==> src/rtl/axicb_wr_arbiter_if.sv <==
// AW/W handshake and select bundle between the masters, the slave port and the write arbiter.
// The arbiter uses the slave modport; the master modport is the view from the other side.
interface axicb_wr_arbiter_if #(
  parameter int MST_NB = 4
);
  logic [MST_NB-1:0] m_awvalid;
  logic [MST_NB-1:0] m_awready;
  logic [MST_NB-1:0] m_wvalid;
  logic [MST_NB-1:0] m_wlast;
  logic [MST_NB-1:0] m_wready;
  logic              s_awvalid;
  logic              s_awready;
  logic              s_wvalid;
  logic              s_wlast;
  logic              s_wready;
  logic [MST_NB-1:0] aw_sel;
  logic [MST_NB-1:0] w_sel;

  modport slave (
    input  m_awvalid, m_wvalid, m_wlast, s_awready, s_wready,
    output m_awready, m_wready, s_awvalid, s_wvalid, s_wlast, aw_sel, w_sel
  );

  modport master (
    output m_awvalid, m_wvalid, m_wlast, s_awready, s_wready,
    input  m_awready, m_wready, s_awvalid, s_wvalid, s_wlast, aw_sel, w_sel
  );
endinterface

==> src/rtl/axicb_wr_arbiter.sv <==
// Round-robin AW arbiter with an AW-order FIFO that steers W bursts; AW valid 1 cycle after request.
// Grant holds until s_awready; a full FIFO blocks new grants; W beats stall (wready=0) until their AW is queued.
module axicb_wr_arbiter #(
  parameter int MST_NB      = 4,
  parameter int OSTDREQ_NUM = 4
) (
  input  logic              aclk,
  input  logic              aresetn,
  input  logic              srst,
  axicb_wr_arbiter_if.slave bus
);

  localparam int IW = $clog2(MST_NB);
  localparam int PW = $clog2(OSTDREQ_NUM);

  typedef enum logic {IDLE, GRANT} state_t;

  state_t            state, state_nxt;
  logic [MST_NB-1:0] aw_sel_q, aw_sel_nxt;
  logic [MST_NB-1:0] rr_mask, masked, pick, win_oh, above;
  logic [IW-1:0]     aw_idx, head;
  logic [IW-1:0]     fifo_mem [OSTDREQ_NUM];
  logic [PW:0]       wr_ptr, rd_ptr, count;
  logic              full, empty, aw_hs, w_pop;
  logic              awvalid_o, wvalid_o, wlast_o;
  logic [MST_NB-1:0] w_sel_o, m_wready_o;

  // Prefer requesters above the last winner; fall back to the lowest requester.
  always_comb begin
    masked = rr_mask & bus.m_awvalid;
    pick   = (|masked) ? masked : bus.m_awvalid;
    win_oh = pick & (~pick + MST_NB'(1));
  end

  always_comb begin
    aw_idx = '0;
    for (int i = 0; i < MST_NB; i++) begin
      if (aw_sel_q[i]) aw_idx = IW'(i);
    end
  end

  // Bits strictly above the granted master; empty when the top master won.
  assign above = ~(aw_sel_q | (aw_sel_q - MST_NB'(1)));

  assign count = wr_ptr - rd_ptr;
  assign full  = (count == (PW+1)'(OSTDREQ_NUM));
  assign empty = (count == '0);
  assign head  = fifo_mem[rd_ptr[PW-1:0]];

  assign awvalid_o     = (state == GRANT) && (|(aw_sel_q & bus.m_awvalid));
  assign aw_hs         = awvalid_o && bus.s_awready;
  assign bus.s_awvalid = awvalid_o;
  assign bus.m_awready = aw_sel_q & {MST_NB{bus.s_awready}};
  assign bus.aw_sel    = aw_sel_q;

  always_comb begin
    w_sel_o    = '0;
    m_wready_o = '0;
    wvalid_o   = 1'b0;
    wlast_o    = 1'b0;
    if (!empty) begin
      w_sel_o[head]    = 1'b1;
      wvalid_o         = bus.m_wvalid[head];
      wlast_o          = bus.m_wlast[head];
      m_wready_o[head] = bus.s_wready;
    end
  end

  assign w_pop        = wvalid_o && bus.s_wready && wlast_o;
  assign bus.w_sel    = w_sel_o;
  assign bus.m_wready = m_wready_o;
  assign bus.s_wvalid = wvalid_o;
  assign bus.s_wlast  = wlast_o;

  always_comb begin
    state_nxt  = state;
    aw_sel_nxt = aw_sel_q;
    case (state)
      IDLE: begin
        if ((|bus.m_awvalid) && !full) begin
          state_nxt  = GRANT;
          aw_sel_nxt = win_oh;
        end
      end
      GRANT: begin
        if (aw_hs) begin
          state_nxt  = IDLE;
          aw_sel_nxt = '0;
        end
      end
      default: begin
        state_nxt  = IDLE;
        aw_sel_nxt = '0;
      end
    endcase
  end

  always_ff @(posedge aclk or negedge aresetn) begin
    if (!aresetn) begin
      state    <= IDLE;
      aw_sel_q <= '0;
    end else if (srst) begin
      state    <= IDLE;
      aw_sel_q <= '0;
    end else begin
      state    <= state_nxt;
      aw_sel_q <= aw_sel_nxt;
    end
  end

  always_ff @(posedge aclk or negedge aresetn) begin
    if (!aresetn) begin
      rr_mask <= '1;
      wr_ptr  <= '0;
      rd_ptr  <= '0;
    end else if (srst) begin
      rr_mask <= '1;
      wr_ptr  <= '0;
      rd_ptr  <= '0;
    end else begin
      if (aw_hs) begin
        rr_mask <= (|above) ? above : '1;
        wr_ptr  <= wr_ptr + 1'b1;
      end
      if (w_pop) rd_ptr <= rd_ptr + 1'b1;
    end
  end

  // Storage needs no reset: entries are only read between the pointers.
  always_ff @(posedge aclk) begin
    if (aw_hs) fifo_mem[wr_ptr[PW-1:0]] <= aw_idx;
  end

endmodule

==> src/flat_wrapper.sv <==
// flat-port wrapper written by rule: the top's interface ports become plain ports
module axicb_wr_arbiter_flat 
#(
  parameter int MST_NB      = 4,
  parameter int OSTDREQ_NUM = 4
)
  (aclk, aresetn, srst, bus_m_awvalid, bus_m_wvalid, bus_m_wlast, bus_s_awready, bus_s_wready, bus_m_awready, bus_m_wready, bus_s_awvalid, bus_s_wvalid, bus_s_wlast, bus_aw_sel, bus_w_sel);
  axicb_wr_arbiter_if #(.MST_NB(MST_NB)) bus_i ();
  input  logic aclk;
  input  logic aresetn;
  input  logic srst;
  input wire logic [$bits(bus_i.m_awvalid)-1:0] bus_m_awvalid;
  input wire logic [$bits(bus_i.m_wvalid)-1:0] bus_m_wvalid;
  input wire logic [$bits(bus_i.m_wlast)-1:0] bus_m_wlast;
  input wire logic [$bits(bus_i.s_awready)-1:0] bus_s_awready;
  input wire logic [$bits(bus_i.s_wready)-1:0] bus_s_wready;
  output wire logic [$bits(bus_i.m_awready)-1:0] bus_m_awready;
  output wire logic [$bits(bus_i.m_wready)-1:0] bus_m_wready;
  output wire logic [$bits(bus_i.s_awvalid)-1:0] bus_s_awvalid;
  output wire logic [$bits(bus_i.s_wvalid)-1:0] bus_s_wvalid;
  output wire logic [$bits(bus_i.s_wlast)-1:0] bus_s_wlast;
  output wire logic [$bits(bus_i.aw_sel)-1:0] bus_aw_sel;
  output wire logic [$bits(bus_i.w_sel)-1:0] bus_w_sel;
  assign bus_i.m_awvalid = bus_m_awvalid;
  assign bus_i.m_wvalid = bus_m_wvalid;
  assign bus_i.m_wlast = bus_m_wlast;
  assign bus_i.s_awready = bus_s_awready;
  assign bus_i.s_wready = bus_s_wready;
  assign bus_m_awready = bus_i.m_awready;
  assign bus_m_wready = bus_i.m_wready;
  assign bus_s_awvalid = bus_i.s_awvalid;
  assign bus_s_wvalid = bus_i.s_wvalid;
  assign bus_s_wlast = bus_i.s_wlast;
  assign bus_aw_sel = bus_i.aw_sel;
  assign bus_w_sel = bus_i.w_sel;
  axicb_wr_arbiter #(.MST_NB(MST_NB), .OSTDREQ_NUM(OSTDREQ_NUM)) u_core (.aclk(aclk), .aresetn(aresetn), .srst(srst), .bus(bus_i));
endmodule
==> config.mk <==
export PLATFORM = sky130hd
export DESIGN_NAME = axicb_wr_arbiter_flat
export DESIGN_NICKNAME = d
export VERILOG_FILES = /design/src/rtl/axicb_wr_arbiter_if.sv /design/src/rtl/axicb_wr_arbiter.sv /design/src/flat_wrapper.sv
export SDC_FILE = /design/constraint.sdc
export NUM_CORES = 1
export LEC_CHECK = 0
export BUFFER_PORTS_ARGS = -buffer_cell sky130_fd_sc_hd__buf_2
export CAP_MARGIN = 40
export CELL_PAD_IN_SITES_DETAIL_PLACEMENT = 1
export CELL_PAD_IN_SITES_GLOBAL_PLACEMENT = 2
export CORE_MARGIN = 1
export CORE_UTILIZATION = 29
export DETAILED_ROUTE_END_ITERATION = 8
export PLACE_DENSITY_LB_ADDON = 0.1
export RECOVER_POWER = 100
export SETUP_SLACK_MARGIN = 0.05
export SLEW_MARGIN = 20
export SYNTH_ARGS = -nofsm -noshare
export SYNTH_HDL_FRONTEND = slang
export SYNTH_SLANG_ARGS = --single-unit
==> constraint.sdc <==
create_clock -name aclk -period 1.9 [get_ports aclk]
set_input_delay 0.095 -clock aclk [delete_from_list [all_inputs] [get_ports aclk]]
set_output_delay 0.095 -clock aclk [all_outputs]
set_load 0.02 [all_outputs]
==> qor.yml, run 1 <==
ys.flop_type: "dfrtp_1"
netlist_area_mm2: 0.001483
ant_nets: 0
end_kind: "primary output"
internal-power_w: 0.0007569
synthAdderAreaFrac_pct: 5.907
first_pass_iters: 2
antenna_found_initial: 0
cp.arrival_ns: 2.07
viasPerCell: 4.824
layout.nets: 230
synth.net_count: 168
hold_viol_final: 0
grt_max_degree: 16
p_clk_share_pct: 29.6
seq_area_um2: 620.6
seqPwrFrac_pct: 51.5
initial_core_util_pct: 30.78
whs_ns: 0.1652
setup_viol: 17
clockBufferDepth: 2
vdd_drop_max_uv: 199.0
p_switching_w: 0.0002784
period_needed_ns: 2.163
setup_ws_ns: -0.2633
p_leak_nw: 0.9473
crit_start: "u_core.rd_ptr[0]$_DFFE_PN0P_"
power_w: 0.001035
cp_data_required_time_ns: 1.80
vias: 1312
drc: 0
cts.sinks: 23
r2r-end: "u_core.rd_ptr[2]$_DFFE_PN0P_"
clkLatencyLatePin_ns: 0.26
clk_pin_slew_worst_paths_ns: 0.08
yosysWarnings: 0
grt-ovfl-total: 0
die_h_um: 73.50
first_iter_violations: 25
synth_compound_area_share_pct: 14.60
ys_types: 42
synth_area_per_cell_um2: 10.30
cts_tree: "yes"
critical_path_class: "reg2out"
ios: 36
synth_async_sr_flop_share_pct: 65.22
hp-class: "in2reg"
finalMaxSlewViolations: 0
worst_pin_slew_ns: 0.9267
synthCells: 144
failed_checks: "setup timing"
diodes: 0
power_density_mw_per_mm2: 485.8
nFillCells: 569
drive_above_1_share_pct: 43.41
hpwl_um: 3196
cts_root_buf: "clkbuf_8"
core.rowCount: 25
syn_to_final_growth_pct: 43.71
wl_per_cell_um: 15.35
core_mm2: 0.004817
worst-r2r-setup-slack_ns: -0.20
dpl_cell_area_mm2: 0.001878
r2r_start: "u_core.rd_ptr[0]$_DFFE_PN0P_"
status: "finished, violations left"
rsz0062_at_grt: "true"
synthSimpleGateAreaFrac_pct: 17.72
synthXorXnorAreaFrac_pct: 2.954
fin_worst_skew_ns: 0.001433
synthMuxAreaShare_pct: 13.08
critPathCapture: "bus_s_wvalid"
grt.total_usage_pct: 16.84
period_share_pct: 113.9
multi_input_area_um2: 924.6
crit_fanout: 3
comb_power_share_pct: 18.9
finalInstanceArea_mm2: 0.002131
seq_area_frac_synth_pct: 41.86
synth-seq-cells: 23
setup_tns_ns: -2.698
wl_um: 4176
port-buffer-count: 35
cap_violations: 0
htree_levels: 1
cts_buffers: 3
p_sw_share_pct: 26.89
relSlewSlack_pct: 38.22
grt_pass1_vias: 1337
max_clock_freq_mhz: 462.3
setup.worst_path.start_class: "flop"
synth_top_family_by_area: "simple AND/OR/NAND/NOR gates"
synth_edf_count: 8
fp.dieW_um: 73.50
die_area_mm2: 0.005402
place_congestion: 0.7634
grt_first_pass_wirelength_um: 6810
reg2regPathDepth: 6
## final cells by class
class / count / share of cell area [%]
Tap cell: 67 / 3.934
Timing Repair Buffer: 62 / 19.96
Clock inverter: 1 / 0.2349
Clock buffer: 3 / 1.938
Sequential cell: 23 / 29.13
Inverter: 8 / 1.409
Multi-Input combinational cell: 108 / 43.39
## sequential cells by signal, indices dropped and copies added, names as in the netlist
name and count:
u_core.state 1, u_core.bus.aw_sel 4, u_core.rr_mask 4, u_core.fifo_mem 8, u_core.rd_ptr 3, u_core.wr_ptr 3
## power by group through the flow
stage	Sequential (W)	Combinational [W]	Clock [W]
finish	0.000534	0.000195	0.000306
global route	0.000535	0.000214	0.000338
CTS	0.000534	0.000185	0.000324
detailed placement	0.000544	0.000172	0
global placement	0.000543	0.000167	0
floorplan	0.000548	0.0000831	0
## routing by layer
layer | track usage [%] | part of all wire, %
met1 | 22.32 | 48
met5 | 0 | 0
met2 | 28.85 | 49
met4 | 3.846 | 0.45
met3 | 2.606 | 3.0
## worst max-delay path, cell delays in order (launching register included)
cell and delay, ns:
dfrtp_1 0.41, mux4_2 0.55, buf_6 0.14, mux4_2 0.41, nor2b_1 0.14, buf_4 0.15
## cells by family (layout without fill, tap and decap cells)
| logic type | Yosys count | count (layout) |
|---|---|---|
| fa+ha+maj | 7 | 7 |
| compound gates | 32 | 32 |
| flops | 23 | 23 |
| buf+inv | 13 | 74 |
| simple gates | 52 | 52 |
| xor+xnor | 5 | 5 |
| mux | 12 | 12 |
## how the worst min path moves through the flow
stage | start | endpoint | slack (ns) | cells after the start
2_1_floorplan | aresetn | u_core.bus.aw_sel[0]$_DFFE_PN0P_ | -0.20 | 0
3_3_place_gp | aresetn | u_core.bus.aw_sel[0]$_DFFE_PN0P_ | 0.04 | 1
3_5_place_dp | aresetn | u_core.bus.aw_sel[2]$_DFFE_PN0P_ | 0.05 | 1
4_1_cts | bus_m_awvalid[0] | u_core.bus.aw_sel[0]$_DFFE_PN0P_ | 0.16 | 3
5_1_grt | srst | u_core.wr_ptr[2]$_DFFE_PN0P_ | 0.19 | 2
6_report | bus_m_awvalid[0] | u_core.bus.aw_sel[0]$_DFFE_PN0P_ | 0.17 | 3
## per-stage QoR
step | instances | util, % | setup slack [ns]
finish | 272 | 44.23 | -0.2633
global route | 272 | 44.23 | -0.3132
CTS | 271 | 42.00 | -0.2650
detailed placement | 262 | 38.99 | -0.1013
global placement | 262 | 38.99 | 0.003716
floorplan | 144 | - | -0.1262
## placed cells by master (no fill, tap or decap), types with 4 or more instances in the layout
master / instances
buf_4: 21
buf_2: 18
nor2_1: 15
buf_6: 11
dfrtp_1: 11
clkbuf_1: 9
inv_1: 8
o21ai_0: 8
edfxtp_1: 8
and2_1: 6
ha_1: 6
mux4_2: 5
and3_1: 5
a21oi_1: 5
nor2_4: 4
mux2i_1: 4
dfstp_2: 4
## what timing repair did
action | 4_1_cts | 5_1_grt
resized for setup | 24 | 29
gates cloned | 0 | 0
hold endpoints to repair | 11 | 0
hold buffers | 1 | 0
endpoints found under the setup margin | 17 | 17
buffers inserted | 4 | 2
pin swaps | 5 | 5
## cell usage after synthesis (all sizes together) (2+ instances only)
| master | number | share of area [%] |
|---|---|---|
| ha | 7 | 5.9 |
| nor3 | 3 | 1.0 |
| clkbuf | 4 | 1.1 |
| dfrtp | 11 | 19 |
| o211ai | 2 | 1.4 |
| a22oi | 3 | 1.5 |
| o21ai | 9 | 3.0 |
| and2 | 8 | 3.4 |
| inv | 8 | 2.0 |
| mux2i | 4 | 2.7 |
| mux2 | 3 | 2.3 |
| nor2b | 5 | 2.1 |
| nand2 | 5 | 1.4 |
| a211o | 3 | 1.8 |
| dfstp | 4 | 7.1 |
| a21oi | 6 | 2.0 |
| xnor2 | 4 | 2.4 |
| edfxtp | 8 | 16 |
| mux4 | 5 | 8.1 |
| nor2 | 19 | 4.8 |
| and3 | 5 | 2.1 |
| or2 | 3 | 1.3 |
(Power assumes the default switching activity.)
==> inputs of run 2 (changes only) <==
--- a/config.mk
+++ b/config.mk
@@ -9,8 +9,9 @@
 export CAP_MARGIN = 40
 export CELL_PAD_IN_SITES_DETAIL_PLACEMENT = 1
 export CELL_PAD_IN_SITES_GLOBAL_PLACEMENT = 2
+export CORE_ASPECT_RATIO = 2
 export CORE_MARGIN = 1
-export CORE_UTILIZATION = 29
+export CORE_UTILIZATION = 33
 export DETAILED_ROUTE_END_ITERATION = 8
 export PLACE_DENSITY_LB_ADDON = 0.1
 export RECOVER_POWER = 100
==> constraint.sdc (replaced) <==
create_clock -name aclk -period 2.3 [get_ports aclk]
set_input_delay 0.115 -clock aclk [delete_from_list [all_inputs] [get_ports aclk]]
set_output_delay 0.115 -clock aclk [all_outputs]
set_load 0.02 [all_outputs]
==> run 2 against run 1 <==
The run now ends clean. Sequential power shrank 17%. Largest cell class unchanged. Flip-flop and latch count is the same. Critical endpoint unchanged. Total power shrank 20%. Critical path type unchanged. Via count grew 0.15%. Worst hold slack gained 0.013 ns. Wire length grew 6.6%.
==> qor.yml, run 2 (synthesis results as in run 1) <==
grt.total_usage_pct: 20.15  # +3.3 points
seq_area_um2: 621.8  # +0.20%
layout_commonest_cell: "buf_2"
hp-class: "in2reg"
drive_above_1_share_pct: 31.25  # -12 points
whs_ns: 0.1785  # +0.01330 ns
diodes: 0  # unchanged
ios: 36  # unchanged
initial_core_util_pct: 34.17  # +3.4 points
grt_max_degree: 16  # unchanged
worst-r2r-setup-slack_ns: 0.12  # +0.32 ns
clkLatencyLatePin_ns: 0.27  # about the same
fin_util_pct: 42.47  # -1.8 points
fp.dieW_um: 49.40  # -33%
cts.sinks: 23  # unchanged
max_clock_freq_mhz: 452.6
cp.arrival_ns: 2.09  # +0.02 ns
worst_pin_slew_ns: 0.8571  # -0.06966 ns
cts_buffers: 3  # unchanged
setup_ws_ns: 0.09078  # +0.3541 ns
die_h_um: 96.79  # +32%
first_iter_violations: 14  # -44%
setup_viol: 0  # -17
multi_input_area_um2: 804.5  # -13%
period_share_pct: 96.05
layout_common_cells: "buf_2, nor2_1, clkbuf_1"
grt_first_pass_wirelength_um: 6989  # +2.6%
layout.nets: 217  # -5.7%
syn_to_final_growth_pct: 24.30
fin_worst_skew_ns: 0.005841  # +0.004408 ns
finalMaxSlewViolations: 0  # unchanged
core_mm2: 0.004339  # -9.9%
crit_fanout: 3  # unchanged
holdPathStages: 3  # unchanged
period_needed_ns: 2.209
seqPwrFrac_pct: 53.2  # +1.7 points
slowest_stage: "mux4_2"
cts_root_buf: "clkbuf_8"
power_density_mw_per_mm2: 451.4  # -7.1%
largest_reg_flops: 8  # unchanged
rsz0062_at_grt: "true"
p_sw_share_pct: 26.83  # -0.063 points
path_cells: "mux4_2 -> clkbuf_2 -> mux4_1 -> nor2b_1 -> clkbuf_2"
hpwl_um: 3603  # +13%
min_to: "u_core.bus.aw_sel[0]$_DFFE_PN0P_"
setup_tns_ns: 0  # +2.698 ns
wl_um: 4450  # +6.6%
viasPerCell: 5.341  # +11%
drc: 0  # unchanged
hold_start: "bus_m_awvalid[0]"
slowest_delay_ns: 0.52  # -0.03 ns
comb_power_share_pct: 15.8  # -3.1 points
critPathBufInv: 2  # unchanged
htree_levels: 1  # unchanged
place_ws_ns: 0.1157  # +0.2170 ns
power_w: 0.0008319  # -20%
critical_path_class: "reg2out"
antenna_found_initial: 0  # unchanged
relSlewSlack_pct: 42.86  # +4.6 points
cpLargestDelayFamily: "multiplexers"
clockBufferDepth: 2  # unchanged
ant_nets: 0  # unchanged
place_congestion: 0.7790  # +2.0%
cpMostUsedCell: "clkbuf_2"
nFillCells: 532  # -6.5%
internal-power_w: 0.0006087  # -20%
cts_tree: "yes"
cap_violations: 0  # unchanged
clk_pin_slew_worst_paths_ns: 0.09  # about the same
die_area_mm2: 0.004781  # -12%
first_pass_iters: 4  # +2
p_leak_nw: 0.8393  # -11%
end_kind: "primary output"
port-buffer-count: 35  # unchanged
vdd_drop_max_uv: 374.3  # +88%
r2r_start: "u_core.rd_ptr[0]$_DFFE_PN0P_"
p_clk_share_pct: 30.9  # +1.3 points
cp_data_required_time_ns: 2.18  # +0.38 ns
p_switching_w: 0.0002232  # -20%
core.rowCount: 34  # +36%
r2r-end: "u_core.rd_ptr[2]$_DFFE_PN0P_"
setup.worst_path.start_class: "flop"
hold_viol_final: 0  # unchanged
wl_per_cell_um: 18.09  # +18%
reg2regPathDepth: 6  # unchanged
vias: 1314  # +0.15%
status: "finished clean"
grt_pass1_vias: 1382  # +3.4%
grt-ovfl-total: 0  # unchanged
-- run 2: cell count changes in the layout (fill, tap and decap cells not counted), moves of 3 or more --
cell     change
nor2_4       -4
buf_4       -14
buf_6        -8
nor2b_4      -3
nor2_1       +3
buf_2        +6
-- run 2: layout make-up --
type / count / area share (%)
multi-input cells: 108 / 43.65
flip-flops and latches: 23 / 33.74
repair buffers: 49 / 14.80
well taps: 54 / 3.666
clock buffers: 3 / 2.240
inverters: 8 / 1.629
clock inverters: 1 / 0.2716
-- run 2: timing repair --
action	4_1_cts	5_1_grt
hold buffers	1	0
setup buffers	3	1
endpoints found under the hold margin	11	0
setup endpoints to repair	3	10
pin swaps	0	2
resized for setup	2	10
-- run 2: power groups by stage --
stage / Clock (W) / Sequential, W / Combinational [W]
4_1_cts: 0.000266 / 0.000443 / 0.000133
2_1_floorplan: 0 / 0.000453 / 0.0000677
6_report: 0.000257 / 0.000443 / 0.000131
3_5_place_dp: 0 / 0.000451 / 0.000129
3_3_place_gp: 0 / 0.000451 / 0.000125
5_1_grt: 0.000282 / 0.000445 / 0.000144
-- run 2: layer usage --
| layer | global-route usage, % | vias to the layer above | part of all wire, % |
|---|---|---|---|
| met3 | 1.572 | 7 | 3.3 |
| met5 | 0 | - | 0 |
| met4 | 7.253 | 0 | 1.7 |
| met2 | 43.84 | 47 | 64 |
| li1 | - | 613 | - |
| met1 | 17.02 | 647 | 31 |
-- run 2: worst min-delay path, stage by stage --
cell and delay, ns:
buf_2 0.14, o211ai_1 0.09, o2bb2ai_1 0.07
-- run 2: how the worst max path moves through the flow --
stage	from	end	slack, ns	cells after the start
5_1_grt	u_core.rd_ptr[0]$_DFFE_PN0P_	bus_s_wvalid	0.02	5
4_1_cts	u_core.rd_ptr[0]$_DFFE_PN0P_	bus_m_wready[3]	0.06	8
3_3_place_gp	u_core.rd_ptr[0]$_DFFE_PN0P_	u_core.rd_ptr[2]$_DFFE_PN0P_	0.19	5
6_report	u_core.rd_ptr[0]$_DFFE_PN0P_	bus_s_wvalid	0.09	5
3_5_place_dp	u_core.rd_ptr[0]$_DFFE_PN0P_	u_core.rd_ptr[2]$_DFFE_PN0P_	0.12	5
2_1_floorplan	u_core.bus.aw_sel[2]$_DFFE_PN0P_	u_core.rr_mask[0]$_DFFE_PN1P_	0.12	6
-- run 2: through the flow --
step,instance area [µm²],std cells
floorplan,1483,144
global placement,1765,237
detailed placement,1765,237
CTS,1848,245
global route,1843,246
finish,1843,246
